`src/rtl/bus_fabric_decoder.sv`:
```
// CPU-side bus decoder: maps an address field onto one-hot slave selects, registers the
// request toward the slave, stalls the CPU until ready, and ends bad or hung accesses with a bus error.
module bus_fabric_decoder #(
  parameter int ADDR_W     = 16,
  parameter int DATA_W     = 16,
  parameter int NUM_SLAVES = 8,
  parameter int SEL_MSB    = 15,
  parameter int SEL_LSB    = 12,
  parameter int TIMEOUT    = 16,
  parameter logic [DATA_W-1:0] ERR_DATA = '1,
  parameter int ERR_CNT_W  = 8
) (
  input  logic                         clk,
  input  logic                         rst,
  input  logic [ADDR_W-1:0]            cpu_addr,
  input  logic [DATA_W-1:0]            cpu_wdata,
  input  logic                         cpu_read,
  input  logic                         cpu_write,
  output logic [DATA_W-1:0]            cpu_rdata,
  output logic                         cpu_stall,
  output logic                         cpu_err,
  output logic [NUM_SLAVES-1:0]        cs,
  output logic                         slv_read,
  output logic                         slv_write,
  output logic [ADDR_W-1:0]            slv_addr,
  output logic [DATA_W-1:0]            slv_wdata,
  input  logic [NUM_SLAVES*DATA_W-1:0] slv_rdata,
  input  logic [NUM_SLAVES-1:0]        slv_ready,
  input  logic                         err_clr,
  output logic [ERR_CNT_W-1:0]         err_count,
  output logic [ADDR_W-1:0]            err_addr
);

  localparam int SEL_W = SEL_MSB - SEL_LSB + 1;
  localparam int CNT_W = (TIMEOUT > 1) ? $clog2(TIMEOUT) : 1;

  typedef enum logic [1:0] {S_IDLE, S_ACCESS, S_DONE} state_t;

  state_t                state_q, state_d;
  logic [CNT_W-1:0]      cnt_q, cnt_d;
  logic [NUM_SLAVES-1:0] cs_q, cs_d;
  logic                  rd_q, rd_d, wr_q, wr_d;
  logic [ADDR_W-1:0]     addr_q, addr_d;
  logic [DATA_W-1:0]     wdata_q, wdata_d;
  logic [DATA_W-1:0]     rdata_q, rdata_d;
  logic                  err_q, err_d;
  logic [ERR_CNT_W-1:0]  err_cnt_q, err_cnt_d;
  logic [ADDR_W-1:0]     err_addr_q, err_addr_d;

  logic [SEL_W-1:0]  sel;
  logic              mapped;
  logic              sel_ready;
  logic [DATA_W-1:0] sel_rdata;
  logic              err_load;
  logic [ADDR_W-1:0] err_ld_addr;

  assign sel    = cpu_addr[SEL_MSB:SEL_LSB];
  assign mapped = 32'(sel) < NUM_SLAVES;

  // The registered one-hot select doubles as the latched slave index.
  always_comb begin
    sel_ready = |(cs_q & slv_ready);
    sel_rdata = '0;
    for (int i = 0; i < NUM_SLAVES; i++) begin
      if (cs_q[i]) sel_rdata = slv_rdata[i*DATA_W +: DATA_W];
    end
  end

  always_comb begin
    state_d     = state_q;
    cnt_d       = cnt_q;
    cs_d        = cs_q;
    rd_d        = rd_q;
    wr_d        = wr_q;
    addr_d      = addr_q;
    wdata_d     = wdata_q;
    rdata_d     = rdata_q;
    err_d       = err_q;
    err_load    = 1'b0;
    err_ld_addr = addr_q;
    unique case (state_q)
      S_IDLE: begin
        if (cpu_read || cpu_write) begin
          if (mapped && (cpu_read ^ cpu_write)) begin
            state_d = S_ACCESS;
            cnt_d   = '0;
            cs_d    = NUM_SLAVES'(1) << sel;
            rd_d    = cpu_read;
            wr_d    = cpu_write;
            addr_d  = cpu_addr;
            wdata_d = cpu_wdata;
          end else begin
            state_d     = S_DONE;
            err_d       = 1'b1;
            err_load    = 1'b1;
            err_ld_addr = cpu_addr;
            if (cpu_read) rdata_d = ERR_DATA;
          end
        end
      end
      S_ACCESS: begin
        if (sel_ready) begin
          state_d = S_DONE;
          err_d   = 1'b0;
          if (rd_q) rdata_d = sel_rdata;
          cs_d    = '0;
          rd_d    = 1'b0;
          wr_d    = 1'b0;
        end else if (cnt_q == CNT_W'(TIMEOUT - 1)) begin
          state_d  = S_DONE;
          err_d    = 1'b1;
          err_load = 1'b1;
          if (rd_q) rdata_d = ERR_DATA;
          cs_d     = '0;
          rd_d     = 1'b0;
          wr_d     = 1'b0;
        end else begin
          cnt_d = cnt_q + 1'b1;
        end
      end
      S_DONE:  state_d = S_IDLE;
      default: state_d = S_IDLE;
    endcase
  end

  // A new error outranks a simultaneous clear so that error is never lost.
  always_comb begin
    err_cnt_d  = err_cnt_q;
    err_addr_d = err_addr_q;
    if (err_load) begin
      err_cnt_d  = err_clr ? ERR_CNT_W'(1) : ((&err_cnt_q) ? err_cnt_q : err_cnt_q + 1'b1);
      err_addr_d = err_ld_addr;
    end else if (err_clr) begin
      err_cnt_d  = '0;
      err_addr_d = '0;
    end
  end

  always_ff @(posedge clk) begin
    if (rst) begin
      state_q    <= S_IDLE;
      cnt_q      <= '0;
      cs_q       <= '0;
      rd_q       <= 1'b0;
      wr_q       <= 1'b0;
      addr_q     <= '0;
      wdata_q    <= '0;
      rdata_q    <= '0;
      err_q      <= 1'b0;
      err_cnt_q  <= '0;
      err_addr_q <= '0;
    end else begin
      state_q    <= state_d;
      cnt_q      <= cnt_d;
      cs_q       <= cs_d;
      rd_q       <= rd_d;
      wr_q       <= wr_d;
      addr_q     <= addr_d;
      wdata_q    <= wdata_d;
      rdata_q    <= rdata_d;
      err_q      <= err_d;
      err_cnt_q  <= err_cnt_d;
      err_addr_q <= err_addr_d;
    end
  end

  assign cpu_stall = rst ? 1'b0 :
                     (state_q == S_IDLE)   ? (cpu_read | cpu_write) :
                     (state_q == S_ACCESS);
  assign cpu_rdata = rdata_q;
  assign cpu_err   = err_q;
  assign cs        = cs_q;
  assign slv_read  = rd_q;
  assign slv_write = wr_q;
  assign slv_addr  = addr_q;
  assign slv_wdata = wdata_q;
  assign err_count = err_cnt_q;
  assign err_addr  = err_addr_q;

endmodule

```
`config.mk`:
```
export PLATFORM = sky130hd
export DESIGN_NAME = bus_fabric_decoder
export DESIGN_NICKNAME = d
export VERILOG_FILES = /design/src/rtl/bus_fabric_decoder.sv
export SDC_FILE = /design/constraint.sdc
export NUM_CORES = 1
export LEC_CHECK = 0
export ABC_AREA = 1
export CAP_MARGIN = 20
export CORE_ASPECT_RATIO = 0.5
export CORE_MARGIN = 5
export CORE_UTILIZATION = 40
export CTS_CLUSTER_SIZE = 40
export DETAILED_ROUTE_END_ITERATION = 8
export GPL_TIMING_DRIVEN = 0
export PLACE_DENSITY = 0.87
export SKIP_LAST_GASP = 1
export SLEW_MARGIN = 10
export SYNTH_ARGS = -nofsm -noshare
export SYNTH_HDL_FRONTEND = slang
export SYNTH_SLANG_ARGS = --single-unit
export TNS_END_PERCENT = 10
```
`constraint.sdc`:
```
create_clock -name clk -period 2.2 [get_ports clk]
set_clock_uncertainty 0.2 [all_clocks]
set_input_delay 0.55 -clock clk [delete_from_list [all_inputs] [get_ports clk]]
set_output_delay 0.55 -clock clk [all_outputs]
set_load 0.01 [all_outputs]
```
## Word level (Yosys, flattened, before mapping)

Cells that the tools add are included.

- Add/subtract/negate cells: 2
- $mul: 0
- Div/mod/pow operators: 0
- Magnitude comparators: 1
- Eq/ne operators: 12
- Shift-type cells: 1
- Muxes and demuxes: 60
- Bitwise logic cells: 3
- Reduce and logical (&&, ||, !) cells: 14

Operator list:

| operator | count |
|---|---|
| 2-to-1 mux 16 bit | 20 |
| 2-to-1 mux 8 bit | 8 |
| case mux 16 bit (2 select lines) | 1 |
| 2-to-1 mux 1 bit | 16 |
| 2-to-1 mux 4 bit | 4 |
| case mux 8 bit (2 select lines) | 1 |
| inequality test 2 bit, second input constant | 7 |
| inequality test 3 bit, second input constant | 3 |
| adder 8 x 1 -> 8 bit, second input constant | 1 |
| AND 8 bit | 1 |
| 2-to-1 mux 2 bit | 4 |
| case mux 1 bit (2 select lines) | 4 |
| case mux 4 bit (2 select lines) | 1 |
| AND reduction 4 bit | 2 |
| AND reduction 8 bit | 1 |
| OR reduction 8 bit | 1 |
| left shift 1 x 4 -> 8 bit, first input constant | 1 |
| AND reduction 7 bit | 1 |
| AND reduction 5 bit | 1 |
| adder 4 x 1 -> 4 bit, second input constant | 1 |
| == test 4 bit, second input constant | 1 |
| < comparator 4 bit, second input constant | 1 |
| case mux 2 bit (2 select lines) | 1 |
| AND reduction 2 bit | 2 |
| other kinds (8) | 9 |

- Register bits after elaboration: 89
- Bits in latches: 0
- RAM bits: 0
- Memory bits (read-only): 0
- Bits of input ports: 173
- Output and inout bits: 84
- Memories kept: 0

## Logic depth before layout (Yosys ltp)

Gate-level depths: netlist (run 1).

- Depth after elaboration: 11
- Gate-level depth with buffers: 11

## Least setup slack after synthesis (run 1)

Ideal clock, no wire load.

- Path kind: input port to flip-flop
- From: input port cpu_read
- To: register rdata_q[5] (netlist: cpu_rdata[5])
- Library setup time: 112 ps
- Data arrival time: 1,766 ps
- Required time: 1,888 ps
- Slack: 123 ps
- Stages on the path: 10
- Buffers on the path: 1
- Cell sequence: inv_1 -> ha_1 -> nand2_1 -> nor3_1 -> nor2_2 -> nand3_4 -> buf_6 -> o21bai_2 -> nand2_1 -> nor2_1

- Longest elaborated chain between the ends: 4
- Elaborated cells on any way between the ends: 7
- Classes of those cells: eq/ne (3); bitwise (1); reduce/logical (3)

RTL lines:

| element | RTL line | text |
|---|---|---|
| start, declared | 17 | `input logic cpu_read,` |
| bitwise XOR 1 bit | 84 | `if (mapped && (cpu_read ^ cpu_write)) begin` |
| logical AND 1 bit | 84 |  |
| inequality test 2 bit (no source line) | - |  |
| AND reduction 7 bit (no source line) * | - |  |
| end signal, assigned | 160 | `rdata_q <= rdata_d;` |
| end, declared | 45 | `logic [DATA_W-1:0] rdata_q, rdata_d;` |

Mark *: on every way between the ends. The rest lies on a longest branch, timed or not.
A chain may end at the register's enable or synchronous reset.

## Worst setup path in the final report (run 1)

- From: input port cpu_read
- To: output port cpu_stall

- Longest elaborated chain between the ends: 3

RTL lines:

| element | RTL line | text |
|---|---|---|
| bitwise OR 1 bit | 168 | `(state_q == S_IDLE) ? (cpu_read \| cpu_write) :` |
| 2-to-1 mux 1 bit | 168 |  |
| 2-to-1 mux 1 bit | 167 | `assign cpu_stall = rst ? 1'b0 :` |
| end, declared | 20 | `output logic cpu_stall,` |

No other way between the ends.

==> results of run 1 <==
[registers in the layout (all words and copies together) (netlist names)]
register,count
cpu_err,1
slv_addr,16
slv_wdata,16
cs,8
err_addr,16
slv_read,1
cnt_q,4
err_count,8
slv_write,1
state_q,2
cpu_rdata,16
[logic make-up (layout without fill, tap and decap cells)]
kind of cell,after synthesis,in the layout
DFF,89,89
adders and majority gates,3,3
buffers and inverters,127,400
muxes,12,12
xor gates and xnor gates,5,5
and+or+nand+nor,371,371
AOI/OAI and AO/OA,196,196
[final timing paths]
| check | startpoint | to | slack [ns] | cells past startpoint |
|---|---|---|---|---|
| worst min register to register | slv_addr[15]$_SDFFE_PP0P_ | slv_addr[15]$_SDFFE_PP0P_ | 0.25 | 2 |
| worst max-delay path | cpu_read | cpu_stall | 0.04 | 7 |
| worst min-delay path | slv_addr[15]$_SDFFE_PP0P_ | slv_addr[15]$_SDFFE_PP0P_ | 0.25 | 2 |
| worst max register to register | cs[0]$_SDFFE_PP0P_ | cpu_rdata[7]$_SDFFE_PP0P_ | 0.19 | 10 |
[layer usage]
layer	routed length (µm)	up-vias
met5	0	-
met4	575	0
met3	1220	41
met2	10030	232
met1	8514	2951
li1	-	3181
[through the flow]
stage | power, mW | setup slack, ns
finish | 6.663 | 0.03984
CTS | 6.678 | 0.05309
detailed placement | 5.139 | -0.8056
floorplan | 3.857 | 0.1227
global route | 7.080 | -0.05501
global placement | 5.072 | -0.7989
[power breakdown]
part | switching, mW | internal, mW | leakage [nW] | total, mW
Sequential | 0.179 | 1.88 | 0.731 | 2.06
Clock | 0.718 | 0.798 | 0.142 | 1.52
Combinational | 1.63 | 1.46 | 2.52 | 3.09
Total | 2.52 | 4.14 | 3.39 | 6.66
[layout make-up]
class	instances	area [µm²]	share of cell area
multi-input combinational	587	3193	0.3679
inverter	77	291.5	0.03359
timing repair buffer	257	2560	0.2950
clock buffer	9	225.2	0.02595
buffer	50	316.6	0.03648
tap	192	240.2	0.02768
sequential	89	1782	0.2053
clock inverter	7	70.07	0.008074
[synth_stat cells (all sizes together)]
master,count
nand2,182
a21oi,118
nor2,91
dfxtp,89
inv,73
nand3,64
o21ai,60
buf,26
nand4,26
clkbuf,24
o21bai,16
mux2,12
nor3,6
clkinv,4
ha,3
xor2,3
or2,2
xnor2,2
a31o,1
o211ai,1
[critical path: stages]
cell	delay [ns]
dlygate4sd2_1	0.24
inv_2	0.06
ha_4	0.16
a21oi_4	0.13
inv_1	0.06
nor2_1	0.07
buf_2	0.13
[repair_timing]
item,4_1_cts,5_1_grt
setup buffers,2,0
pin swaps,3,0
resized for setup,12,1
endpoints found under the setup margin,84,36
==> results.ini, run 1 <==
[floorplan]
die_area_um2=16490
coreArea_um2=13590
initial_core_util=0.4089
io_pins=257
die_h_um=93.34
die_x_um=176.7
num_rows=30

[layout]
diodes=0
final_cell_area_um2=8678
fin_util=0.6387
fillers=1229
layout-drive-gt1-share=0.1283
final_common_cell=clkdlybuf4s50_1
fin_cells=1268
layout_common_cells=clkdlybuf4s50_1, nand2_1, dfxtp_1, a21oi_1, nor2_1
nets=1247
syn_to_final_growth_pct=56.18

[timing]
finalHoldViolations=0
setup_viol=0
fin_tns_setup_ns=0
post-route-min-period_ns=2.160
min_period_over_period=0.9819
maxClockFrequency_mhz=462.9
drv_slew=0
worst_pin_slew_ns=0.5537
slew-limit-headroom=0.6309
whs_ns=0.2516
rsz0062_at_grt=true

[placed_design]
placed_cell_area_um2=8349
place.gp.congestion=0.8792
dpl.cell_count=1250
port_buffers=255
hpwl_um=16140

[logic_synthesis]
yosys.area.top_type=dfxtp_1
yosysUniqueCellTypes=41
synth_area_leaders=dfxtp_1, nand2_1, a21oi_1
seq_area_frac_synth=0.3206
synthXorXnorAreaFrac=0.007881
synth_area_um2=5557
synth_fa_ha_area_frac=0.006755
syn_inst=803
avgSynthCellArea_um2=6.920
synth-compound-area-share=0.2159
synth_top_cell_area_share=0.3206
synthMuxAreaShare=0.02432
yosys_register_bits=89
syn_nets=979
synth_simple_gate_area_share=0.3152
synth_top_family_by_area=simple AND/OR/NAND/NOR gates
yosysWarnings=0

[routing]
viasPerCell=5.051
drtIter0Drc=334
drtPass1Iterations=5
avgRoutedWirePerCell_um=16.04
final_antenna_net_count=0
drc_errors=0
wirelength_um=20340
vias=6405

[global_route]
busiest_layer=met2
overflow=0
grtUsageMet2=0.4292
grt_pass1_wl_um=31650
met3_usage=0.04281
antenna_found_initial=0
grt_use_met1=0.2907
track_usage=0.2387
grt_max_degree=19
grt_pass1_vias=6234

[flow_run]
cap_violations=0

[cts]
cts_sinks=89
clkSlewWorstSetupHoldPaths_ns=0.07
cts_buffers=9
clk_latency_ns=0.34
hold_buffers=0
clockBufferDepth=2
cts-htree-levels=3
cts_tree=yes
root_buffer=clkbuf_16

[worst_hold_path]
hold_path.class=reg2reg

[pwr]
power.leakage_nw=3.394
vdd_ir_drop_max_mv=0.4292
power.density_nw_per_um2=767.8

[setup_path]
critPathMaxFanout=2
crit_type=in2out
cp.arrival_ns=1.41
crit_path_end_kind=output port
cp-start-kind=input pin
worstPathRequired_ns=1.45

[outcome]
status=finished, final reports clean

Power figures use the tool's default switching activity.
==> run 2, diff against run 1 <==
--- a/config.mk
+++ b/config.mk
@@ -12,2 +12,3 @@
 export CORE_UTILIZATION = 40
+export CTS_CLUSTER_DIAMETER = 30
 export CTS_CLUSTER_SIZE = 40
==> constraint.sdc (replaced) <==
create_clock -name clk -period 2.2 [get_ports clk]
set_clock_uncertainty 0.2 [all_clocks]
set_input_delay 0.66 -clock clk [delete_from_list [all_inputs] [get_ports clk]]
set_output_delay 0.66 -clock clk [all_outputs]
set_load 0.01 [all_outputs]
==> run 2 against run 1 <==
The flow now finishes with violations (setup timing). Non-clock buffer count rose by 15. Utilization grew 2.5 points. Final area increased by 3.9%. Sequential share of layout area decreased by 0.74 points. Clock-buffer cell count stayed put. Highest routed layer unchanged.
==> results.ini, run 2 (synthesis gave the netlist of run 1 again) <==
[outcome]
status=finished, violations left  ; was finished, final reports clean
violations=setup timing

[setup_path]
critPathCapture=cpu_stall  ; unchanged
worstPathRequired_ns=1.34  ; was 1.45 ns
cp_cell_sequence=buf_6, inv_4, ha_4, a21oi_4, inv_2, nor2_1, buf_2  ; was dlygate4sd2_1, inv_2, ha_4, a21oi_4, inv_1, nor2_1, buf_2
reg2reg_from=cs[2]$_SDFFE_PP0P_  ; was cs[0]$_SDFFE_PP0P_
reg2reg_slack_ns=0.14  ; was 0.19 ns
crit_path_end_kind=output port  ; unchanged
cp-start-kind=input pin  ; unchanged
critPathMaxStageDelay_ns=0.16  ; was 0.24 ns
cp.depth=7  ; unchanged
critPathMaxFanout=2  ; unchanged
r2r_end=slv_wdata[7]$_SDFFE_PP0P_  ; was cpu_rdata[7]$_SDFFE_PP0P_
cp.arrival_ns=1.36  ; was 1.41 ns
r2r_cells=10  ; unchanged
crit_type=in2out  ; unchanged
crit_start=cpu_read  ; unchanged
crit_buf_inv=4  ; unchanged
critPathTopFamily=buffers and inverters  ; unchanged
crit_path_top_delay_cell=ha_4  ; was dlygate4sd2_1

[global_route]
antenna_found_initial=0  ; unchanged
grt_max_degree=19  ; unchanged
grt_pass1_vias=6251  ; was 6234
overflow=0  ; unchanged
track_usage=0.2391  ; was 0.2387
grt_pass1_wl_um=31720  ; was 31650 µm

[pwr]
p_int_mw=4.288  ; was 4.140 mW
p_sw_mw=2.650  ; was 2.523 mW
comb_power_share=0.484  ; was 0.464
vdd_ir_drop_max_mv=0.4037  ; was 0.4292 mV
switching_share=0.3819  ; was 0.3787
power.density_nw_per_um2=769.7  ; was 767.8 nW/µm²
power_frac_seq=0.297  ; was 0.309
design_power_total_mw=6.938  ; was 6.663 mW
power.leakage_nw=3.599  ; was 3.394 nW
pwr-share-clk=0.219  ; was 0.227

[layout]
nets=1263  ; was 1247
layout_common_cells=clkdlybuf4s50_1, nand2_1, a21oi_1, dfxtp_1, nor2_1  ; was clkdlybuf4s50_1, nand2_1, dfxtp_1, a21oi_1, nor2_1
fin_cells=1284  ; was 1268
final_common_cell=clkdlybuf4s50_1  ; unchanged
fin_util=0.6634  ; was 0.6387
fillers=1156  ; was 1229
layout-drive-gt1-share=0.1584  ; was 0.1283
multi_input_area_um2=3302  ; was 3193 µm²
seq_area_um2=1784  ; was 1782 µm²
syn_to_final_growth_pct=62.22  ; was 56.18%
diodes=0  ; unchanged

[timing]
post-route-min-period_ns=2.219  ; was 2.160 ns
maxClockFrequency_mhz=450.6  ; was 462.9 MHz
slew-limit-headroom=0.5444  ; was 0.6309
setup_viol=1  ; was 0
min_period_over_period=1.009  ; was 0.9819
worst_pin_slew_ns=0.6833  ; was 0.5537 ns
rsz0062_at_grt=true  ; unchanged
finalHoldViolations=0  ; unchanged
drv_slew=0  ; unchanged
fin_ws_ns=-0.01933  ; was 0.03984 ns

[routing]
drtPass1Iterations=5  ; unchanged
vias=6605  ; was 6405
drc_errors=0  ; unchanged
avgRoutedWirePerCell_um=16.90  ; was 16.04 µm
wirelength_um=21700  ; was 20340 µm
viasPerCell=5.144  ; was 5.051
drtIter0Drc=384  ; was 334
final_antenna_net_count=0  ; unchanged

[cts]
root_buffer=clkbuf_16  ; unchanged
clk_latency_ns=0.34  ; about the same
clkSlewWorstSetupHoldPaths_ns=0.07  ; about the same
cts_tree=yes  ; unchanged
cts_buffers=9  ; unchanged
cts_sinks=89  ; unchanged
clockBufferDepth=2  ; unchanged
cts-htree-levels=3  ; unchanged

[floorplan]
num_rows=30  ; unchanged
io_pins=257  ; unchanged
die_x_um=176.7  ; unchanged
die_h_um=93.34  ; unchanged
coreArea_um2=13590  ; unchanged
initial_core_util=0.4089  ; unchanged
die_area_um2=16490  ; unchanged

[worst_hold_path]
hold_path.class=reg2reg  ; unchanged

[placed_design]
port_buffers=255  ; unchanged
hpwl_um=16140  ; unchanged
place.gp.congestion=0.8792  ; unchanged
dpl.cell_count=1250  ; unchanged

[flow_run]
cap_violations=0  ; unchanged

run 2: changes by cell type in the layout (fill, tap and decap cells not counted), sizes merged:
cell / before / now
dlymetal6s2s: 0 / 9
clkinv: 6 / 7
nand3: 64 / 65
dlygate4sd2: 2 / 0
inv: 77 / 76
clkdlybuf4s50: 252 / 243
buf: 29 / 42
clkbuf: 33 / 37
run 2: power groups by stage:
| stage | Combinational (mW) | Sequential [mW] | Clock (mW) |
|---|---|---|---|
| 5_1_grt | 3.63 | 2.09 | 1.62 |
| 6_report | 3.36 | 2.06 | 1.52 |
| 4_1_cts | 3.08 | 2.05 | 1.54 |
| 3_5_place_dp | 3.06 | 2.08 | 0 |
| 3_3_place_gp | 3.00 | 2.07 | 0 |
| 2_1_floorplan | 1.68 | 2.18 | 0 |
run 2: area by class of cell:
cell class              instances  area share
flip-flops and latches         89      0.1979
inverters                      77     0.03318
clock inverters                 7    0.007773
well taps                     192     0.02665
clock buffers                   9     0.02499
plain buffers                  50     0.03776
multi-input cells             588      0.3663
repair buffers                272      0.3054
run 2: worst reg2reg max path, cell delays in order, from the launching register on:
cell	delay (ns)
dfxtp_1	0.33
buf_2	0.16
nand2_1	0.13
nand2_4	0.08
nor2_8	0.17
nand3_4	0.14
nand2_8	0.11
nand3_4	0.21
clkbuf_16	0.25
o21ai_4	0.15
a21oi_2	0.04
run 2: what timing repair did:
item / CTS / global route
setup buffers: 1 / 12
gates resized for setup: 17 / 52
hold buffers: 0 / 0
setup endpoints to repair: 90 / 87
gates cloned: 0 / 5
pin swaps: 2 / 20
run 2: worst min-delay path by stage:
| stage | end | from | slack [ns] | cells after the start |
|---|---|---|---|---|
| after floorplan | slv_addr[15]$_SDFFE_PP0P_ | slv_addr[15]$_SDFFE_PP0P_ | 0.26 | 2 |
| after global placement | slv_wdata[13]$_SDFFE_PP0P_ | slv_wdata[13]$_SDFFE_PP0P_ | 0.24 | 2 |
| after detailed placement | slv_addr[15]$_SDFFE_PP0P_ | slv_addr[15]$_SDFFE_PP0P_ | 0.24 | 2 |
| after CTS | slv_addr[15]$_SDFFE_PP0P_ | slv_addr[15]$_SDFFE_PP0P_ | 0.25 | 2 |
| after global routing | slv_wdata[9]$_SDFFE_PP0P_ | slv_wdata[9]$_SDFFE_PP0P_ | 0.27 | 2 |
| final | slv_wdata[14]$_SDFFE_PP0P_ | slv_wdata[14]$_SDFFE_PP0P_ | 0.25 | 2 |
run 2: through the flow:
stage               area [µm²]  hold slack [ns]  worst slack (ns)  setup TNS [ns]
CTS                       8677           0.2524           -0.1189          -1.045
global placement          8349           0.2392            -1.019          -49.67
finish                    9014           0.2534          -0.01933        -0.01933
detailed placement        8349           0.2404            -1.026          -54.70
global route              9014           0.2702          -0.06168         -0.1882
floorplan                 5557           0.2614          0.005736               0
run 2: layer usage:
layer | share of wire | up-vias | GRT usage | wire length, µm
li1 | - | 3218 | - | -
met1 | 0.40 | 3056 | 0.2900 | 8774
met2 | 0.49 | 269 | 0.4314 | 10670
met3 | 0.065 | 62 | 0.04281 | 1420
met4 | 0.039 | 0 | 0.07851 | 838
met5 | 0 | - | 0 | 0
